--- config.mk ---
export PLATFORM = sky130hd
export DESIGN_NAME = router_pkt_tx
export DESIGN_NICKNAME = d
export VERILOG_FILES = /design/src/rtl/router_pkg.sv /design/src/rtl/router_tx_buf.sv /design/src/rtl/router_pkt_tx.sv
export SDC_FILE = /design/constraint.sdc
export NUM_CORES = 1
export LEC_CHECK = 0
export CORE_ASPECT_RATIO = 1.4
export CORE_MARGIN = 4
export CORE_UTILIZATION = 50
export DETAILED_ROUTE_END_ITERATION = 8
export PLACE_DENSITY_LB_ADDON = 0.15
export SLEW_MARGIN = 20
export SYNTH_ARGS = -nofsm -noshare
export SYNTH_HDL_FRONTEND = slang
export SYNTH_SLANG_ARGS = --single-unit
--- constraint.sdc ---
create_clock -name clock -period 3.7 [get_ports clock]
set_clock_uncertainty 0.05 [all_clocks]
set_input_delay 1.11 -clock clock [delete_from_list [all_inputs] [get_ports clock]]
set_output_delay 1.11 -clock clock [all_outputs]
set_load 0.01 [all_outputs]
--- src/rtl/router_pkg.sv ---
// Shared types and constants for the router packet transmitter.
// Latency: n/a (types, constants and a header-packing helper only).
// Backpressure: n/a.
package router_pkg;

  // Transmitter sequencing: command, buffer fill, then the header/payload/parity burst.
  typedef enum logic [2:0] {
    ST_IDLE    = 3'd0,
    ST_LOAD    = 3'd1,
    ST_HEADER  = 3'd2,
    ST_PAYLOAD = 3'd3,
    ST_PARITY  = 3'd4,
    ST_GAP     = 3'd5
  } state_t;

  // Destination port 3 does not exist on the router.
  localparam logic [1:0] ADDR_INVALID = 2'b11;

  // Header byte layout: length in the upper six bits, destination in the lower two.
  localparam int HDR_LEN_MSB  = 7;
  localparam int HDR_LEN_LSB  = 2;
  localparam int HDR_ADDR_MSB = 1;
  localparam int HDR_ADDR_LSB = 0;

  localparam int MAX_PLD_LEN = 63;
  localparam int CNT_W       = $clog2(MAX_PLD_LEN + 1);
  localparam int BUF_DEPTH   = 64;
  localparam int BUF_AW      = $clog2(BUF_DEPTH);

  typedef struct packed {
    logic [HDR_LEN_MSB-HDR_LEN_LSB:0]   len;
    logic [HDR_ADDR_MSB-HDR_ADDR_LSB:0] addr;
  } hdr_t;

  function automatic hdr_t make_hdr(input logic [CNT_W-1:0] len, input logic [1:0] addr);
    hdr_t h;
    h.len  = len;
    h.addr = addr;
    return h;
  endfunction

endpackage

--- src/rtl/router_tx_buf.sv ---
// Store-and-forward payload buffer: 64 entries, synchronous write, combinational read.
// Latency: a written byte is readable the cycle after the write; the read is combinational.
// Backpressure: none; the caller never writes more than one packet before draining it.
module router_tx_buf
  import router_pkg::*;
#(
  parameter int DATA_W = 8
) (
  input  logic              clock,
  input  logic              resetn,
  input  logic              clr,
  input  logic              wr_en,
  input  logic [DATA_W-1:0] wr_dat,
  input  logic              rd_en,
  output logic [DATA_W-1:0] rd_dat
);

  logic [DATA_W-1:0] mem [BUF_DEPTH];
  logic [BUF_AW-1:0] wptr;
  logic [BUF_AW-1:0] rptr;

  // Pointers restart at entry 0 for every new packet.
  always_ff @(posedge clock or negedge resetn) begin
    if (!resetn) begin
      wptr <= '0;
      rptr <= '0;
    end else if (clr) begin
      wptr <= '0;
      rptr <= '0;
    end else begin
      if (wr_en) wptr <= wptr + 1'b1;
      if (rd_en) rptr <= rptr + 1'b1;
    end
  end

  // Storage array; contents are not reset.
  always_ff @(posedge clock) begin
    if (wr_en) mem[wptr] <= wr_dat;
  end

  assign rd_dat = mem[rptr];

endmodule

--- src/rtl/router_pkt_tx.sv ---
// Router packet source: buffers a whole payload, then sends header, payload, parity as one burst.
// Latency: header appears the cycle after the last payload beat; then one byte per non-busy cycle.
// Backpressure: busy=1 holds data_out/pkt_valid; optional ROUTER_TX_ERR_INJ_EN adds inj_err (inverted parity).
module router_pkt_tx
  import router_pkg::*;
#(
  parameter int GAP_CYCLES = 2,
  parameter int DATA_W     = 8
) (
  input  logic              clock,
  input  logic              resetn,
  input  logic              start,
  input  logic [1:0]        dest_addr,
  input  logic [5:0]        pld_len,
  output logic              start_ready,
  output logic              cmd_err,
  input  logic [DATA_W-1:0] pld_data,
  input  logic              pld_valid,
  output logic              pld_ready,
  input  logic              busy,
  output logic              pkt_valid,
  output logic [DATA_W-1:0] data_out,
  output logic              tx_done
`ifdef ROUTER_TX_ERR_INJ_EN
  ,
  input  logic              inj_err
`endif
);

  localparam logic [7:0] GAP_LAST = (GAP_CYCLES > 0) ? 8'(GAP_CYCLES - 1) : 8'd0;

  state_t            state;
  state_t            state_nxt;
  logic [CNT_W-1:0]  cnt;
  logic [CNT_W-1:0]  len_q;
  logic [1:0]        dest_q;
  logic [DATA_W-1:0] parity;
  logic [DATA_W-1:0] parity_out;
  logic [DATA_W-1:0] rd_dat;
  logic [7:0]        gap_cnt;
  logic              consume;
  logic              cmd_ok;
  logic              load_last;
  logic              pay_last;
  logic              buf_clr;
  logic              wr_en;
  logic              rd_en;

  assign consume   = !busy && (state == ST_HEADER || state == ST_PAYLOAD || state == ST_PARITY);
  assign cmd_ok    = (dest_addr != ADDR_INVALID) && (pld_len != '0);
  assign load_last = pld_valid && ((cnt + CNT_W'(1)) == len_q);
  assign pay_last  = (cnt + CNT_W'(1)) == len_q;
  assign buf_clr   = (state == ST_IDLE) && start && cmd_ok;
  assign wr_en     = (state == ST_LOAD) && pld_valid;
  assign rd_en     = consume && (state == ST_HEADER || state == ST_PAYLOAD);

`ifdef ROUTER_TX_ERR_INJ_EN
  logic inj_q;

  // Capture the corruption request alongside an accepted command.
  always_ff @(posedge clock or negedge resetn) begin
    if (!resetn) inj_q <= 1'b0;
    else if (buf_clr) inj_q <= inj_err;
  end

  assign parity_out = inj_q ? ~parity : parity;
`else
  assign parity_out = parity;
`endif

  router_tx_buf #(.DATA_W(DATA_W)) u_buf (
    .clock  (clock),
    .resetn (resetn),
    .clr    (buf_clr),
    .wr_en  (wr_en),
    .wr_dat (pld_data),
    .rd_en  (rd_en),
    .rd_dat (rd_dat)
  );

  // State register.
  always_ff @(posedge clock or negedge resetn) begin
    if (!resetn) state <= ST_IDLE;
    else         state <= state_nxt;
  end

  // Next-state decode; transmit states only advance on a consumed byte.
  always_comb begin
    state_nxt = state;
    case (state)
      ST_IDLE:    if (buf_clr) state_nxt = ST_LOAD;
      ST_LOAD:    if (load_last) state_nxt = ST_HEADER;
      ST_HEADER:  if (consume) state_nxt = ST_PAYLOAD;
      ST_PAYLOAD: if (consume && pay_last) state_nxt = ST_PARITY;
      ST_PARITY:  if (consume) state_nxt = (GAP_CYCLES == 0) ? ST_IDLE : ST_GAP;
      ST_GAP:     if (gap_cnt == GAP_LAST) state_nxt = ST_IDLE;
      default:    state_nxt = ST_IDLE;
    endcase
  end

  // Handshake outputs decoded from state.
  always_comb begin
    start_ready = (state == ST_IDLE);
    pld_ready   = (state == ST_LOAD);
  end

  // Datapath: counters, parity and the registered byte presented to the router.
  always_ff @(posedge clock or negedge resetn) begin
    if (!resetn) begin
      cnt       <= '0;
      len_q     <= '0;
      dest_q    <= '0;
      parity    <= '0;
      data_out  <= '0;
      pkt_valid <= 1'b0;
      tx_done   <= 1'b0;
      cmd_err   <= 1'b0;
      gap_cnt   <= '0;
    end else begin
      tx_done <= 1'b0;
      cmd_err <= 1'b0;
      case (state)
        ST_IDLE: begin
          if (start) begin
            if (cmd_ok) begin
              len_q  <= pld_len;
              dest_q <= dest_addr;
              parity <= '0;
              cnt    <= '0;
            end else begin
              cmd_err <= 1'b1;
            end
          end
        end
        ST_LOAD: begin
          if (pld_valid) begin
            parity <= parity ^ pld_data;
            cnt    <= cnt + 1'b1;
            if (load_last) begin
              data_out  <= make_hdr(len_q, dest_q);
              pkt_valid <= 1'b1;
            end
          end
        end
        ST_HEADER: begin
          if (consume) begin
            parity   <= parity ^ data_out;
            data_out <= rd_dat;
            cnt      <= '0;
          end
        end
        ST_PAYLOAD: begin
          if (consume) begin
            cnt <= cnt + 1'b1;
            if (pay_last) begin
              data_out  <= parity_out;
              pkt_valid <= 1'b0;
            end else begin
              data_out <= rd_dat;
            end
          end
        end
        ST_PARITY: begin
          if (consume) begin
            tx_done <= 1'b1;
            gap_cnt <= '0;
          end
        end
        ST_GAP: gap_cnt <= gap_cnt + 1'b1;
        default: ;
      endcase
    end
  end

endmodule

==> out/results.ini, run 1 <==
[synth]
async_flop_share=0.09859
syn_area_um2=23170
synth_compound_area_frac=0.06773
synth_enable_flop_cells=512
yosysWarnings=0
ys_seq_area_frac=0.7242
yosys.area_share.simple=0.04099
synth.area.mux_share=0.1321
synth_xor_area_frac=0.006427
synth_cell_type_count=59
avgSynthCellArea_um2=17.56
synth_cells=1319
synth_top_family_by_area=multiplexers
ys_ff_latch=568
synth_ff_type=edfxtp_1
synth_nets=1345
synthAdderAreaFrac=0.002701

[critical_path]
worstSetupPathDepth=4
cp-start-kind=flip-flop
cp_cell_sequence=nor2b_1, nand2_1, inv_1, clkdlybuf4s50_1
path_max_fanout=10
slowest_delay_ns=0.57
r2r_start=u_buf.rptr[0]$_DFFE_PN0P_
endpoint=pld_ready
critPathTopFamily=buffers and inverters
cp-startpoint=state[0]$_DFFE_PN0P_
r2r_slack_ns=0.60
cpMaxStageDelayCell=clkdlybuf4s50_1
r2r_end=data_out[2]$_DFFE_PN0P_
r2r_cells=8
worstPathArrival_ns=2.17
crit_required_ns=2.54
worstSetupPathType=reg -> out
critPathCaptureType=primary output
path_buf_inv=2

[global_route]
use_met2=0.3687
busiest_layer=met2
grt_pass1_vias=12810
grt_pass1_wl_mm=81.72
met3_usage=0.03083
grt_util_all_layers=0.2186
met1_usage=0.2934
grt_overflow=0
grt_max_degree=50
antenna_found_initial=0

[cts]
cts_buffers=51
clockRootBuffer=clkbuf_16
cts_hold_buffers=0
clk_pin_slew_ns=0.07
cts_resized=0
post_cts_buffers=0
cts_tree=built
clk_latency_ns=0.57
clock-sinks=568
clockBufferDepth=3
htreeDepth=2

[sta]
holdWs_ns=0.3217
max_freq_mhz=300.1
min_period_over_period=0.9007
slew_viol_final=0
layout_setup_ws_ns=0.3674
setup_violations=0
layout_min_cycle_time_ns=3.333
tightest_slew_ns=0.8908
rsz0062_at_grt=false
tns_ns=0
hold_viol=0
relSlewSlack=0.4061

[drt]
vias=12640
avgViaCountPerCell=5.959
dr.pass1.iters=5
wl_per_cell_um=25.89
antenna_left=0
dr.first_iter.drc_count=1224
routed_wl_mm=54.91
drc_errors=0

[placed_design]
pre_cts_slack_ns=0.4849
dpl_cell_area_um2=24790
portBuffers=33
place_congestion=0.8421
place_hpwl_mm=36.47
place_inst=2028

[floorplan]
die_area_um2=49890
row_count=93
die_y_um=262.7
top_level_ports=34
core_um2=45960
start_util=0.5040
die_w_um=189.9

[power_and_ir_drop]
pwr_density_cell_nw_per_um2=669.3
total_leakage_power_nw=9.066
vdd_drop_max_v=0.0005292
total_power_mw=17.73

[final_layout]
area_growth_pct=14.37
final_cell_mix=512 x edfxtp_1, 132 x mux2i_1, 130 x buf_4
nFillCells=3457
drive_gt1_frac=0.1948
fin_cells=2121
antenna_cells=0
design_area_um2=26500
post-route-util=0.5765
final_common_cell=edfxtp_1
final_nets=1490

[flow_run]
drv_cap=0

[worst_hold_path]
hold_path.class=in -> async

[status]
status=finished clean

kinds of logic (layout without fill, tap and decap cells):
group                      after synthesis  in the layout
AOI/OAI and AO/OA                      227            227
muxes                                  211            211
adders and majority gates                5              5
and+or+nand+nor                        202            202
xor gates and xnor gates                17             17
DFF                                    568            568
buffers and inverters                   89            274
report_power, final:
| part | internal (mW) | switching (mW) | total [mW] | leakage [nW] |
|---|---|---|---|---|
| sequential | 7.27 | 0.422 | 7.69 | 5.32 |
| clock | 3.19 | 2.23 | 5.42 | 0.833 |
| combinational | 2.08 | 2.54 | 4.62 | 2.92 |
cells in the mapped netlist, drive strengths merged (9+ instances only):
cell,number,area share
a211oi,16,0.0052
a21oi,39,0.0084
a221oi,47,0.018
a22oi,10,0.0032
buf,42,0.018
clkbuf,36,0.0058
dfrtp,56,0.060
edfxtp,512,0.66
inv,11,0.0018
mux2,12,0.0058
mux2i,132,0.057
mux4,67,0.069
nand2,32,0.0052
nand3,15,0.0032
nor2,101,0.016
o21ai,53,0.011
o221ai,23,0.0087
o22ai,18,0.0049
or2,12,0.0032
xor2,9,0.0034
area by class of cell:
cell class,count,area (um^2),share of cell area
Tap cell,617,772.0,0.02914
Clock inverter,26,316.6,0.01195
Timing Repair Buffer,170,1401,0.05289
Sequential cell,568,16780,0.6334
Multi-Input combinational cell,662,5794,0.2187
Clock buffer,67,1389,0.05242
Inverter,11,41.29,0.001558
metal layers:
metal	vias to the layer above	part of all wire
met1	6499	0.40
met4	0	0.033
met2	426	0.51
met5	-	0
li1	5622	-
met3	93	0.062
state kept, by name, summed over array words and instances, names as in the netlist:
signal	flops
cmd_err	1
cnt	6
data_out	8
dest_q	2
gap_cnt	8
len_q	6
parity	8
pkt_valid	1
state	3
tx_done	1
u_buf.mem	512
u_buf.rptr	6
u_buf.wptr	6
how the worst min path moves through the flow:
| stage | from | end | slack (ns) | cells after the start |
|---|---|---|---|---|
| 2_1_floorplan | gap_cnt[7]$_DFFE_PN0P_ | gap_cnt[7]$_DFFE_PN0P_ | 0.40 | 1 |
| 3_3_place_gp | gap_cnt[7]$_DFFE_PN0P_ | gap_cnt[7]$_DFFE_PN0P_ | 0.42 | 1 |
| 3_5_place_dp | gap_cnt[7]$_DFFE_PN0P_ | gap_cnt[7]$_DFFE_PN0P_ | 0.43 | 1 |
| 4_1_cts | resetn | u_buf.rptr[0]$_DFFE_PN0P_ | 0.30 | 1 |
| 5_1_grt | resetn | u_buf.rptr[0]$_DFFE_PN0P_ | 0.31 | 1 |
| 6_report | resetn | u_buf.rptr[0]$_DFFE_PN0P_ | 0.32 | 1 |
Power figures use the tool's default switching activity.
==> run 2: changes to the inputs <==
--- a/config.mk
+++ b/config.mk
@@ -5,10 +5,11 @@
 export SDC_FILE = /design/constraint.sdc
 export NUM_CORES = 1
 export LEC_CHECK = 0
-export CORE_ASPECT_RATIO = 1.4
-export CORE_MARGIN = 4
+export CORE_ASPECT_RATIO = 1.2
+export CORE_MARGIN = 5
 export CORE_UTILIZATION = 50
 export DETAILED_ROUTE_END_ITERATION = 8
+export DONT_BUFFER_PORTS = 1
 export PLACE_DENSITY_LB_ADDON = 0.15
 export SLEW_MARGIN = 20
 export SYNTH_ARGS = -nofsm -noshare
==> run 2 against run 1 <==
Global-route usage shrank 0.87 points. Setup slack gained 0.15 ns. Maximum frequency grew 4.6%. Clock power is essentially flat. Sequential power is essentially flat. Via count shrank 3.8%. Total power shrank 2.6%. Worst hold slack lost 0.15 ns. Largest cell class unchanged. Highest routed layer unchanged.
==> out/results.ini, run 2 (synthesis gave the netlist of run 1 again) <==
[sta]
layout_min_cycle_time_ns=3.185  ; was 3.333 ns
relSlewSlack=0.3962  ; was 0.4061
tightest_slew_ns=0.9048  ; was 0.8908 ns
min_period_over_period=0.8607  ; was 0.9007
rsz0062_at_grt=false  ; unchanged
tns_ns=0  ; unchanged
setup_violations=0  ; unchanged
slew_viol_final=0  ; unchanged
holdWs_ns=0.1732  ; was 0.3217 ns
max_freq_mhz=314.0  ; was 300.1 MHz
hold_viol=0  ; unchanged

[floorplan]
top_level_ports=34  ; unchanged
row_count=86  ; was 93
core_um2=45950  ; was 45960 um^2
die_area_um2=50760  ; was 49890 um^2
die_w_um=206.5  ; was 189.9 um
die_y_um=245.8  ; was 262.7 um
start_util=0.5042  ; was 0.5040

[drt]
routed_wl_mm=52.81  ; was 54.91 mm
dr.first_iter.drc_count=998  ; was 1224
wl_per_cell_um=25.79  ; was 25.89 um
top_layer=met4  ; unchanged
dr_wl_met3_mm=2.938  ; was 3.405 mm
vias=12160  ; was 12640
antenna_left=0  ; unchanged
wl_met1_mm=22.70  ; was 21.90 mm
dr.pass1.iters=5  ; unchanged
avgViaCountPerCell=5.939  ; was 5.959
drc_errors=0  ; unchanged
wl_met2_mm=26.16  ; was 27.77 mm

[final_layout]
final_common_cell=edfxtp_1  ; unchanged
antenna_cells=0  ; unchanged
area_growth_pct=11.50  ; was 14.37%
nFillCells=3551  ; was 3457
largest_reg_flops=512  ; unchanged
final_nets=1414  ; was 1490
regMostFlops=u_buf.mem  ; unchanged
final_cell_mix=512 x edfxtp_1, 132 x mux2i_1, 100 x nor2_1  ; was 512 x edfxtp_1, 132 x mux2i_1, 130 x buf_4
post-route-util=0.5622  ; was 0.5765
drive_gt1_frac=0.1683  ; was 0.1948

[critical_path]
cp-start-kind=flip-flop  ; unchanged
worstSetupPathType=reg -> reg  ; was reg -> out
crit_required_ns=4.10  ; was 2.54 ns
r2r_start=u_buf.rptr[1]$_DFFE_PN0P_  ; was u_buf.rptr[0]$_DFFE_PN0P_
critPathCaptureType=flip-flop  ; was primary output
r2r_cells=7  ; was 8
path_max_fanout=29  ; was 10
r2r_slack_ns=0.52  ; was 0.60 ns
endpoint=data_out[6]$_DFFE_PN0P_  ; was pld_ready
r2r_end=data_out[6]$_DFFE_PN0P_  ; was data_out[2]$_DFFE_PN0P_
worstPathArrival_ns=3.59  ; was 2.17 ns
cp-startpoint=u_buf.rptr[1]$_DFFE_PN0P_  ; was state[0]$_DFFE_PN0P_

[global_route]
antenna_found_initial=0  ; unchanged
grt_util_all_layers=0.2099  ; was 0.2186
grt_overflow=0  ; unchanged
grt_pass1_wl_mm=79.38  ; was 81.72 mm
grt_pass1_vias=12170  ; was 12810
grt_max_degree=67  ; was 50

[cts]
cts_buffers=55  ; was 51
post_cts_buffers=0  ; unchanged
cts_hold_buffers=0  ; unchanged
clock-sinks=568  ; unchanged
cts_tree=built  ; unchanged
htreeDepth=2  ; unchanged
clockRootBuffer=clkbuf_16  ; unchanged
clockBufferDepth=3  ; unchanged
clk_pin_slew_ns=0.06  ; was 0.07 ns
clk_latency_ns=0.58  ; was 0.57 ns
cts_resized=0  ; unchanged

[power_and_ir_drop]
intPower_mw=12.23  ; was 12.54 mW
p_switching_mw=5.054  ; was 5.193 mW
pwr-share-comb=0.241  ; was 0.261
vdd_drop_max_v=0.0003451  ; was 0.0005292 V
seq_power_share=0.447  ; was 0.434
total_power_mw=17.28  ; was 17.73 mW
sw_frac_of_total=0.2925  ; was 0.2928
power.share.clock=0.312  ; was 0.306
total_leakage_power_nw=8.695  ; was 9.066 nW
pwr_density_cell_nw_per_um2=669.0  ; was 669.3 nW/um^2

[flow_run]
drv_cap=0  ; unchanged

[placed_design]
place_hpwl_mm=32.78  ; was 36.47 mm
place_congestion=0.8068  ; was 0.8421
portBuffers=0  ; was 33

[status]
status=finished clean  ; unchanged

[worst_hold_path]
hold_path.class=in -> async  ; unchanged

==> run 2: changes by cell type in the layout (fill, tap and decap cells not counted), sizes merged <==
cell / before / now
clkdlybuf4s50: 24 / 0
bufinv: 8 / 4
clkbuf: 67 / 77
clkinvlp: 0 / 2
buf: 146 / 90
==> run 2: critical path, stage by stage, from the launching register on <==
cell	delay [ns]
dfrtp_2	0.89
nor2b_2	0.80
buf_4	0.36
a221oi_1	0.13
o21ai_0	0.26
a221oi_2	0.16
o21ai_1	0.28
a21oi_1	0.11
==> run 2: stage by stage <==
stage | setup WS [ns] | instance area [um^2] | instances
6_report | 0.5154 | 25830 | 2048
5_1_grt | 0.3715 | 25830 | 2048
4_1_cts | 0.5582 | 25830 | 2048
3_5_place_dp | 0.5774 | 24100 | 1947
3_3_place_gp | 0.5518 | 24100 | 1947
2_1_floorplan | 0.9912 | 23170 | 1319
==> run 2: layout make-up <==
class	instances	area (um^2)	area share
inverter	11	41.29	0.001599
sequential	568	16780	0.6497
clock inverter	24	217.7	0.008429
clock buffer	77	1511	0.05852
timing repair buffer	90	713.2	0.02761
tap	616	770.7	0.02984
multi-input combinational	662	5794	0.2243
==> run 2: layer usage <==
metal	vias up	global-route usage
met3	74	0.03364
met1	6276	0.2993
li1	5477	-
met2	336	0.3445
met5	-	0
met4	0	0.04777
==> run 2: worst min-delay path by stage <==
stage | cells past startpoint | slack [ns] | end | from
after floorplan | 1 | 0.40 | gap_cnt[7]$_DFFE_PN0P_ | gap_cnt[7]$_DFFE_PN0P_
after global placement | 1 | 0.42 | cnt[5]$_DFFE_PN0P_ | cnt[5]$_DFFE_PN0P_
after detailed placement | 1 | 0.44 | cnt[5]$_DFFE_PN0P_ | cnt[5]$_DFFE_PN0P_
after CTS | 0 | 0.14 | cnt[3]$_DFFE_PN0P_ | resetn
after global routing | 0 | 0.15 | cnt[4]$_DFFE_PN0P_ | resetn
final | 0 | 0.17 | cnt[4]$_DFFE_PN0P_ | resetn
==> run 2: power by group through the flow <==
stage	logic, mW	registers [mW]	clock network, mW
2_1_floorplan	3.44	7.60	0
3_3_place_gp	4.16	7.84	0
3_5_place_dp	4.18	7.85	0
4_1_cts	4.20	7.72	5.50
5_1_grt	4.51	7.77	5.76
6_report	4.17	7.72	5.39
